<file path="src/rtl/uart_rx_core.sv">
// UART receiver: oversamples the serial line at PRESCALE clocks per bit, majority-votes
// three mid-bit samples, checks start/parity/stop and emits a data-valid or error pulse.
module uart_rx_core #(
  parameter int   DATA_WIDTH = 8,
  parameter logic START_BIT  = 1'b0,
  parameter logic STOP_BIT   = 1'b1
) (
  input  logic                  CLK,
  input  logic                  RST,
  input  logic                  RX_IN,
  input  logic [5:0]            PRESCALE,
  input  logic                  PAR_EN,
  input  logic                  PAR_TYP,
  output logic [DATA_WIDTH-1:0] P_DATA,
  output logic                  DATA_VALID,
  output logic                  PAR_ERR,
  output logic                  STP_ERR,
  output logic [2:0]            dbg_state
);

  localparam int BW = $clog2(DATA_WIDTH + 1);

  typedef enum logic [2:0] {
    IDLE   = 3'd0,
    START  = 3'd1,
    DATA   = 3'd2,
    PARITY = 3'd3,
    STOP   = 3'd4
  } state_t;

  state_t                state, state_nxt;
  logic [5:0]            p_q, edge_cnt, half;
  logic [BW-1:0]         bit_cnt;
  logic                  par_en_q, par_typ_q, par_err_q;
  logic                  s0, s1, s2, maj;
  logic                  armed;
  logic [DATA_WIDTH-1:0] shift;
  logic                  edge_last, decide, bit_last, start_det, exp_par, stop_good;

  assign half      = {1'b0, p_q[5:1]};
  assign edge_last = (edge_cnt == p_q - 6'd1);
  assign decide    = (edge_cnt == half + 6'd2);
  assign bit_last  = (bit_cnt == BW'(DATA_WIDTH - 1));
  assign maj       = (s0 & s1) | (s0 & s2) | (s1 & s2);
  // armed is only set once the line has been seen idle, so a held-low line never restarts a frame
  assign start_det = (state == IDLE) && armed && (RX_IN == START_BIT);
  assign exp_par   = par_typ_q ? ~^shift : ^shift;
  assign stop_good = (maj == STOP_BIT);
  assign dbg_state = state;

  always_ff @(posedge CLK or negedge RST) begin
    if (!RST) state <= IDLE;
    else      state <= state_nxt;
  end

  always_comb begin
    state_nxt = state;
    case (state)
      IDLE:   if (start_det) state_nxt = START;
      START: begin
        if (decide && (maj != START_BIT)) state_nxt = IDLE;
        else if (edge_last)               state_nxt = DATA;
      end
      DATA:   if (edge_last && bit_last) state_nxt = par_en_q ? PARITY : STOP;
      PARITY: if (edge_last) state_nxt = STOP;
      STOP:   if (decide) state_nxt = IDLE;
      default: state_nxt = IDLE;
    endcase
  end

  always_ff @(posedge CLK or negedge RST) begin
    if (!RST) begin
      p_q        <= '0;
      par_en_q   <= 1'b0;
      par_typ_q  <= 1'b0;
      par_err_q  <= 1'b0;
      edge_cnt   <= '0;
      bit_cnt    <= '0;
      s0         <= 1'b0;
      s1         <= 1'b0;
      s2         <= 1'b0;
      armed      <= 1'b0;
      shift      <= '0;
      P_DATA     <= '0;
      DATA_VALID <= 1'b0;
      PAR_ERR    <= 1'b0;
      STP_ERR    <= 1'b0;
    end else begin
      DATA_VALID <= 1'b0;
      PAR_ERR    <= 1'b0;
      STP_ERR    <= 1'b0;
      if (state == IDLE && RX_IN == STOP_BIT) armed <= 1'b1;
      if (start_det) begin
        p_q       <= PRESCALE;
        par_en_q  <= PAR_EN;
        par_typ_q <= PAR_TYP;
        par_err_q <= 1'b0;
        edge_cnt  <= 6'd1;
        bit_cnt   <= '0;
      end else if (state != IDLE) begin
        edge_cnt <= (edge_last || state_nxt == IDLE) ? 6'd0 : edge_cnt + 6'd1;
        if (edge_cnt == half - 6'd1) s0 <= RX_IN;
        if (edge_cnt == half)        s1 <= RX_IN;
        if (edge_cnt == half + 6'd1) s2 <= RX_IN;
        if (state_nxt == IDLE) armed <= (maj == STOP_BIT);
        if (state == DATA && decide) shift <= {maj, shift[DATA_WIDTH-1:1]};
        if (state == DATA && edge_last) bit_cnt <= bit_last ? '0 : bit_cnt + BW'(1);
        if (state == PARITY && decide) par_err_q <= (maj != exp_par);
        if (state == STOP && decide) begin
          DATA_VALID <= stop_good && !par_err_q;
          STP_ERR    <= !stop_good;
          PAR_ERR    <= par_err_q;
          if (stop_good && !par_err_q) P_DATA <= shift;
        end
      end
    end
  end

endmodule

</file>
<file path="config.mk">
export PLATFORM = sky130hd
export DESIGN_NAME = uart_rx_core
export DESIGN_NICKNAME = d
export VERILOG_FILES = /design/src/rtl/uart_rx_core.sv
export SDC_FILE = /design/constraint.sdc
export NUM_CORES = 1
export LEC_CHECK = 0
export BUFFER_PORTS_ARGS = -buffer_cell sky130_fd_sc_hd__buf_2
export CORE_MARGIN = 1.5
export CORE_UTILIZATION = 30
export DETAILED_ROUTE_END_ITERATION = 10
export PLACE_DENSITY = 0.51
export RECOVER_POWER = 50
export SLEW_MARGIN = 20
export SYNTH_ARGS = -nofsm -noshare
export SYNTH_HDL_FRONTEND = slang
export SYNTH_SLANG_ARGS = --single-unit
</file>
<file path="constraint.sdc">
create_clock -name CLK -period 6.4 [get_ports CLK]
set_input_delay 0.32 -clock CLK [delete_from_list [all_inputs] [get_ports CLK]]
set_output_delay 0.32 -clock CLK [all_outputs]
set_load 0.005 [all_outputs]
</file>
; ---- After elaboration in Yosys (flattened, before gate mapping)
; Cells that the tools add are included.
[word_totals]
reg_bits = 45
inputBits = 11
output_inout_bits = 14
elab_cells = 100
[classes]
n_addsub = 6
eq_ne = 11
mux = 32
bitwise = 7
n_reduce_logical = 28
[ops]
columns = operator, count
row1 = $eq A6 B6 Y1, 4
row2 = $mux W3, 7
row3 = $mux W6, 3
row4 = $mux W1, 17
row5 = $mux W4, 4
row6 = $pmux W3 S5, 1
row7 = $reduce_and A3 Y1, 4
row8 = $logic_and A1 B1 Y1, 10
row9 = $reduce_xnor A8 Y1, 1
row10 = $reduce_xor A8 Y1, 1
row11 = $add A5 B1 Y6 const B, 1
row12 = $add A5 B2 Y6 const B, 1
row13 = $add A6 B1 Y6 const B, 1
row14 = $eq A3 B2 Y1 const B, 2
row15 = $eq A6 B5 Y1, 1
row16 = $logic_not A3 Y1, 2
row17 = $reduce_bool A2 Y1, 3
row18 = $sub A5 B1 Y6 const B, 1
row19 = $sub A6 B1 Y6 const B, 1
row20 = $add A4 B1 Y4 const B, 1
row21 = $eq A4 B3 Y1 const B, 1
row22 = $reduce_and A2 Y1, 2
row23 = $reduce_and A4 Y1, 1
row24 = $and A1 B1 Y1, 3
row25 = other kinds (8), 11

; ---- Logic depth before layout (Yosys ltp)
; Gate-level depths: netlist of run 1.
[depth]
depth_word = 11
depth_mapped = 10
depth_no_buf = 9

; ---- Worst setup path after synthesis of run 1
; Ideal clock, no wire load.
[synth_timing]
path_kind = reg2reg
from = reg p_q[2]
to = reg P_DATA[0]
setup_time_ns = 0.125
arrival_time_ns = 2.406
t_required_ns = 6.275
slack_ns = 3.870
path_stages_with_launch = 8
n_path_buf = 0
path_cell_list = dfrtp_1 ha_1 o21ba_1 a221o_1 a211oi_4 nand3_2 nor3_4 mux2_2
[synth_between]
elab_chain_len = 4
[synth_rtl]
columns = element, line_no
row1 = start: declaration, 32  ; logic [5:0] p_q, edge_cnt, half;
row2 = start signal: assignment, 73  ; p_q <= '0;
row3 = start signal: assignment, 94  ; p_q <= PRESCALE;
row4 = $add A5 B2 Y6, 42  ; assign decide = (edge_cnt == half + 6'd2);
row5 = $eq A6 B6 Y1, 42
row6 = $logic_and A1 B1 Y1, 109  ; if (state == STOP && decide) begin
row7 = $reduce_and A4 Y1 (no source line), -
row8 = end signal: assignment, 113  ; if (stop_good && !par_err_q) P_DATA <= shift;
row9 = end: declaration, 14  ; output logic [DATA_WIDTH-1:0] P_DATA,
; No other way between the ends.
; A chain may end at the register's enable or synchronous reset.

; ---- Worst setup path in the final report of run 1
[layout_timing]
from = reg p_q[3]
to = reg P_DATA[4]
; Same word-level chain as after synthesis.

==> run_results.csv, run 1 <==
group,metric,value,unit
drt,wire_per_inst,14.4,um
place,hpwlAfterDp,4120,um
drt,first_iter_violations,73,
clock_network,cts_tree,"yes",
floorplanning,die_area,0.00948,mm^2
worst_hold_path,hold_class,"in -> reg",
critical_path,end_kind,"register",
synthesis,synth_edf_count,0,
power,p_total,1.28,mW
critical_path,slowest_delay,0.49,ns
sta,fin_setup_tns,0,ns
synthesis,syn_area,0.00267,mm^2
floorplanning,rows,34,
floorplanning,start_util,0.308,
sta,skew,0.0108,ns
final_layout,n_antenna_cell,0,
final_layout,area_growth,11.8,%
final_layout,drive_gt1_frac,0.200,
drt,drc,0,
sta,rsz0062_at_grt,"no",
floorplanning,core_area,0.00868,mm^2
clock_network,cts_buffer_depth,2,
final_layout,fillers,916,
global_route,first_global_vias,1892,
critical_path,worst_ep_required_time,6.61,ns
critical_path,crit_fanout,9,
sta,fmax,0.356,GHz
critical_path,slowest_stage,"dfrtp_1",
power,peakVddDrop,123,uV
critical_path,arrival,3.01,ns
flow_run,cap_viol_max_count,1,
final_layout,final_nets,309,
global_route,grt_start_max_net_pins,46,
synthesis,synth_flop_cell,"dfrtp_1",
synthesis,yosysUniqueCellTypes,54,
place,gp_congestion,0.796,
synthesis,synth_warnings,0,
synthesis,syn_nets,287,
synthesis,ys_seq_area_frac,0.422,
clock_network,clkTransAtPathRegs,0.11,ns
critical_path,rr_worst_depth,7,
synthesis,yosys-top-cells-count,"dfrtp_1 (45), nand2_1 (32), xnor2_1 (19), nor2_1 (18), mux2_2 (15)",
clock_network,hold_buffers,0,
synthesis,yosysMostFrequentCell,"dfrtp_1",
synthesis,synthCells,267,
floorplanning,dieWidth,97.3,um
clock_network,cts.sinks,45,
sta,min_period,2.81,ns
global_route,grt_use_total,0.129,
sta,finalHoldViolations,0,
clock_network,post_cts_buffers,0,
drt,wl,5740,um
final_layout,multi_input_comb_area,0.00146,mm^2
synthesis,postSynthAreaPerCell,10.0,um^2
drt,num_vias,1902,
place,port_buffers,24,
sta,drv_slew,46,
drt,drtPass1Iterations,4,
synthesis,synthTopCellsByArea,"dfrtp_1 (42%), mux2_2 (6.3%), xnor2_1 (6.2%)",
critical_path,critical_path_class,"reg -> reg",
sta,finalSetupViolations,0,
sta,period_share,0.438,
synthesis,ys_ff_latch,45,
sta,worstMarginPinSlew,2.49,ns
critical_path,cp-start-kind,"register",
clock_network,ctsResizeCount,0,
floorplanning,die_y,97.3,um
final_layout,seq_area,0.00113,mm^2
power,power.leakage,1.37,nW
drt,via_per_inst,4.78,
worst_hold_path,min_path_cells,3,
clock_network,cts_buffers,5,
synthesis,async_flop_share,1.00,
global_route,grt_pass1_wl,9780,um
run_status,violations,"capacitance limit, slew limit",
floorplanning,io_pins,25,
critical_path,cp_cell_sequence,"ha_1 -> o21ba_1 -> a221o_1 -> a211oi_4 -> nand3_2 -> nor3_4 -> mux2_2",
global_route,grt_overflow,0,
sta,relSlewSlack,-0.663,
synthesis,yosysTopAreaCell,"dfrtp_1",
power,power_density,429,mW/mm^2
drt,postRouteAntennaNets,0,
run_status,status,"finished, violations left",
clock_network,clock_latency,0.31,ns
synthesis,netlist.area_leader.share,0.422,
global_route,antenna_found_initial,0,
clock_network,htree_levels,2,
clock_network,cts.root.buffer_cell,"clkbuf_8",
-- worst max-delay path: cells and delay by family, from the launching register on --
family	cells	cell delay, ns
AO/OA/AOI/OAI	3	0.97
adder cells (fa/ha/maj)	1	0.29
flip-flops	1	0.49
multiplexers	1	0.39
AND/OR/NAND/NOR	2	0.57
-- state kept, by name (all words and copies together), names as in the netlist, 3 cells and up --
name,cells
P_DATA,8
bit_cnt,4
p_q,6
shift,8
edge_cnt,6
dbg_state,3
-- layout make-up --
type | count | area share
multi-input cells | 201 | 0.488
flip-flops and latches | 45 | 0.377
well taps | 108 | 0.0453
repair buffers | 26 | 0.0436
clock buffers | 5 | 0.0231
inverters | 10 | 0.0126
clock inverters | 3 | 0.00964
-- cells by family (layout without fill, tap and decap cells) --
logic type,after synthesis,in the layout,synth area share
xor+xnor,30,30,0.106
compound gates,45,45,0.123
buf+inv,21,44,0.0323
simple gates,95,95,0.183
flops,45,45,0.422
mux,22,22,0.0909
fa+ha+maj,9,9,0.0422
-- cells in the final DEF, fill, tap and decap left out, drive strengths merged, types with 3 or more instances in the layout --
cell	count
clkbuf	7
inv	13
nor4	3
nand2	32
ha	9
a21o	3
nor2	19
nor2b	3
xnor2	20
buf	24
xor2	9
o211ai	5
a211oi	3
mux2	18
nand4	3
nand2b	4
nor3	6
a21oi	5
nand3b	4
nand3	10
dfrtp	45
o21ai	16
mux2i	4
-- power by group --
| group | leakage [nW] | switching, mW | internal, mW |
|---|---|---|---|
| registers | 0.595 | 0.105 | 0.352 |
| clock network | 0.0511 | 0.116 | 0.0827 |
| logic | 0.724 | 0.349 | 0.277 |
-- metrics by stage --
step,utilization,setup WS [ns],area (um^2),instances,hold slack (ns)
final,0.344,3.59,2980,398,0.208
after global routing,0.344,3.42,2980,398,0.216
after CTS,0.344,3.55,2990,398,0.114
after detailed placement,0.333,3.56,2890,390,0.459
after global placement,0.333,3.62,2890,390,0.457
after floorplan,-,3.87,2670,267,0.0244
-- layer usage --
| metal | share of wire | vias up | GRT usage |
|---|---|---|---|
| li1 | - | 970 | - |
| met1 | 0.53 | 906 | 0.189 |
| met2 | 0.43 | 24 | 0.196 |
| met3 | 0.027 | 2 | 0.0259 |
| met4 | 0.0051 | 0 | 0.0330 |
| met5 | 0 | - | 0 |
-- worst paths after layout --
check | from | to | slack (ns)
setup / recovery | p_q[3] | P_DATA[4] | 3.59
hold / removal | PAR_TYP | par_typ_q | 0.21
hold reg to reg | P_DATA[5] | P_DATA[5] | 0.50
setup reg to reg | p_q[3] | P_DATA[4] | 3.59
min in group asynchronous | RST | edge_cnt[1] | 0.87
max in group asynchronous | RST | dbg_state[2] | 4.12
No activity file was read; power rests on OpenSTA's default activity.
==> inputs of run 2 (changes only) <==
--- a/config.mk
+++ b/config.mk
@@ -9,7 +9,7 @@
 export CORE_MARGIN = 1.5
 export CORE_UTILIZATION = 30
 export DETAILED_ROUTE_END_ITERATION = 10
-export PLACE_DENSITY = 0.51
+export PLACE_DENSITY = 0.53
 export RECOVER_POWER = 50
 export SLEW_MARGIN = 20
 export SYNTH_ARGS = -nofsm -noshare
==> constraint.sdc (replaced) <==
create_clock -name CLK -period 2.31 [get_ports CLK]
set_input_delay 0.1155 -clock CLK [delete_from_list [all_inputs] [get_ports CLK]]
set_output_delay 0.1155 -clock CLK [all_outputs]
set_load 0.005 [all_outputs]
==> run 2 against run 1 <==
Net effect: the flow finishes with violations (setup timing); critical path depth is 1 higher; sequential power grew to 2.6 times the previous value; wire length is 5.5% higher; clock power grew to 2.6 times the previous value; largest cell class unchanged.
==> run_results.csv, run 2 (synthesized netlist as in run 1, its figures left out) <==
group,metric,value,unit
run_status,status,"finished, violations left",
run_status,violations,"setup timing",
floorplanning,io_pins,25,
sta,min_period,2.44,ns
drt,postRouteAntennaNets,0,
power,peakVddDrop,344,uV
critical_path,worst_ep_required_time,2.51,ns
clock_network,cts_buffer_depth,2,
global_route,top_usage_layer,"met2",
critical_path,cp-start-kind,"register",
power,switching_share,0.413,
clock_network,clock_latency,0.31,ns
sta,fmax,0.409,GHz
place,port_buffers,24,
power,seq_power_share,0.274,
final_layout,drive_gt1_frac,0.354,
drt,wire_per_inst,13.5,um
place,gp_congestion,0.859,
place,place_area,0.00317,mm^2
sta,drv_slew,0,
critical_path,arrival,2.64,ns
global_route,grt_start_max_net_pins,30,
clock_network,cts_tree,"yes",
sta,relSlewSlack,0.342,
final_layout,layout_common_cells,"dfrtp_1 (43), buf_4 (41), nand2_1 (31)",
drt,drtPass1Iterations,4,
clock_network,cts.root.buffer_cell,"clkbuf_8",
critical_path,critical_path_class,"reg -> reg",
critical_path,end_kind,"register",
drt,via_per_inst,4.75,
power,pwr-share-clk,0.116,
critical_path,cp_cell_sequence,"ha_4 -> o21ba_1 -> a221o_1 -> a211oi_4 -> nand3_2 -> nor3_4 -> buf_12 -> mux2_2",
global_route,use_met1,0.191,
flow_run,cap_viol_max_count,0,
final_layout,fin_cells,447,
floorplanning,start_util,0.308,
floorplanning,dieWidth,97.3,um
floorplanning,core_area,0.00868,mm^2
global_route,grt_use_total,0.138,
final_layout,n_antenna_cell,0,
clock_network,cts.sinks,45,
global_route,grt_pass1_wl,10700,um
drt,num_vias,2124,
sta,holdWs,0.0198,ns
power,switching_power,1.83,mW
sta,skew,0.00701,ns
worst_hold_path,hold_class,"in -> reg",
sta,period_share,1.06,
clock_network,htree_levels,2,
final_layout,final_area,0.00354,mm^2
global_route,first_global_vias,2158,
drt,drc,0,
power,intPower,2.60,mW
global_route,grtUsageMet2,0.222,
final_layout,final_nets,358,
sta,finalSetupViolations,15,
final_layout,area_growth,32.5,%
drt,first_iter_violations,116,
sta,rsz0062_at_grt,"yes",
critical_path,slowest_delay,0.46,ns
place,hpwlAfterDp,4380,um
place,placedCellCount,421,
place,dp_slack,-0.136,ns
clock_network,cts_buffers,5,
final_layout,final_common_cell,"dfrtp_1",
global_route,grt_util_met3,0.0216,
critical_path,slowest_stage,"dfrtp_2",
global_route,antenna_found_initial,0,
floorplanning,die_y,97.3,um
global_route,grt_overflow,0,
sta,worstMarginPinSlew,0.986,ns
power,p_comb_frac,0.611,
power,power_density,1250,mW/mm^2
sta,setup_ws,-0.134,ns
critical_path,crit_fanout,9,
sta,finalHoldViolations,0,
floorplanning,die_area,0.00948,mm^2
final_layout,top_regs,"P_DATA (8), shift (8)",
power,power.leakage,1.62,nW
floorplanning,rows,34,
clock_network,clkTransAtPathRegs,0.09,ns
drt,wl,6050,um
power,p_total,4.43,mW
## run 2: changes by cell type in the layout (fill, tap and decap cells not counted), sizes merged
| cell | delta |
|---|---|
| clkinv | +1 |
| inv | -2 |
| clkbuf | +3 |
| dlygate4sd3 | +6 |
| buf | +40 |
| clkinvlp | +1 |
## run 2: path summary, 6_finish.rpt
path	from	endpoint	slack, ns	depth (start not counted)
setup reg to reg	p_q[2]	P_DATA[1]	-0.13	8
hold reg to reg	P_DATA[3]	P_DATA[3]	0.50	1
min in group asynchronous	RST	p_q[1]	0.48	2
hold / removal	PAR_TYP	par_typ_q	0.02	3
setup / recovery	p_q[2]	P_DATA[1]	-0.13	8
max in group asynchronous	RST	par_typ_q	0.89	3
## run 2: cell type report
type | count | area, um^2
Clock buffer | 5 | 68.8
Clock inverter | 3 | 21.3
Fill cell | 872 | 5140
Inverter | 10 | 40.0
Multi-Input combinational cell | 201 | 1600
Sequential cell | 45 | 1130
Tap cell | 108 | 135
Timing Repair Buffer | 75 | 544
## run 2: power groups by stage
stage          clock [mW]  sequential [mW]  combinational [mW]
2_1_floorplan           0             1.15                1.53
3_3_place_gp            0             1.20                2.20
3_5_place_dp            0             1.21                2.20
4_1_cts             0.541             1.20                2.60
5_1_grt             0.568             1.25                2.97
6_report            0.513             1.21                2.70
## run 2: layer usage
layer	part of all wire	wire [um]
met1	0.48	2920
met2	0.48	2890
met3	0.026	158
met4	0.014	87
met5	0	0
## run 2: critical path: cells and delay by family, from the launching register on
kind / cells / cell delay [ns]
AO/OA/AOI/OAI: 3 / 0.82
flip-flops: 1 / 0.46
AND/OR/NAND/NOR: 2 / 0.38
multiplexers: 1 / 0.33
adder cells (fa/ha/maj): 1 / 0.19
buffers and inverters: 1 / 0.15
## run 2: timing repair
item	CTS	global route
setup endpoints to repair	30	23
resized for setup	21	7
setup buffers	11	1
pin swaps	14	4
hold endpoints to repair	21	0
hold buffers	6	0
## run 2: per-stage QoR
stage          utilization  TNS, ns
6_report             0.408    -1.58
5_1_grt              0.408    -3.86
4_1_cts              0.404    -1.55
3_5_place_dp         0.365    -2.06
3_3_place_gp         0.365    -2.04
2_1_floorplan            -    -1.20
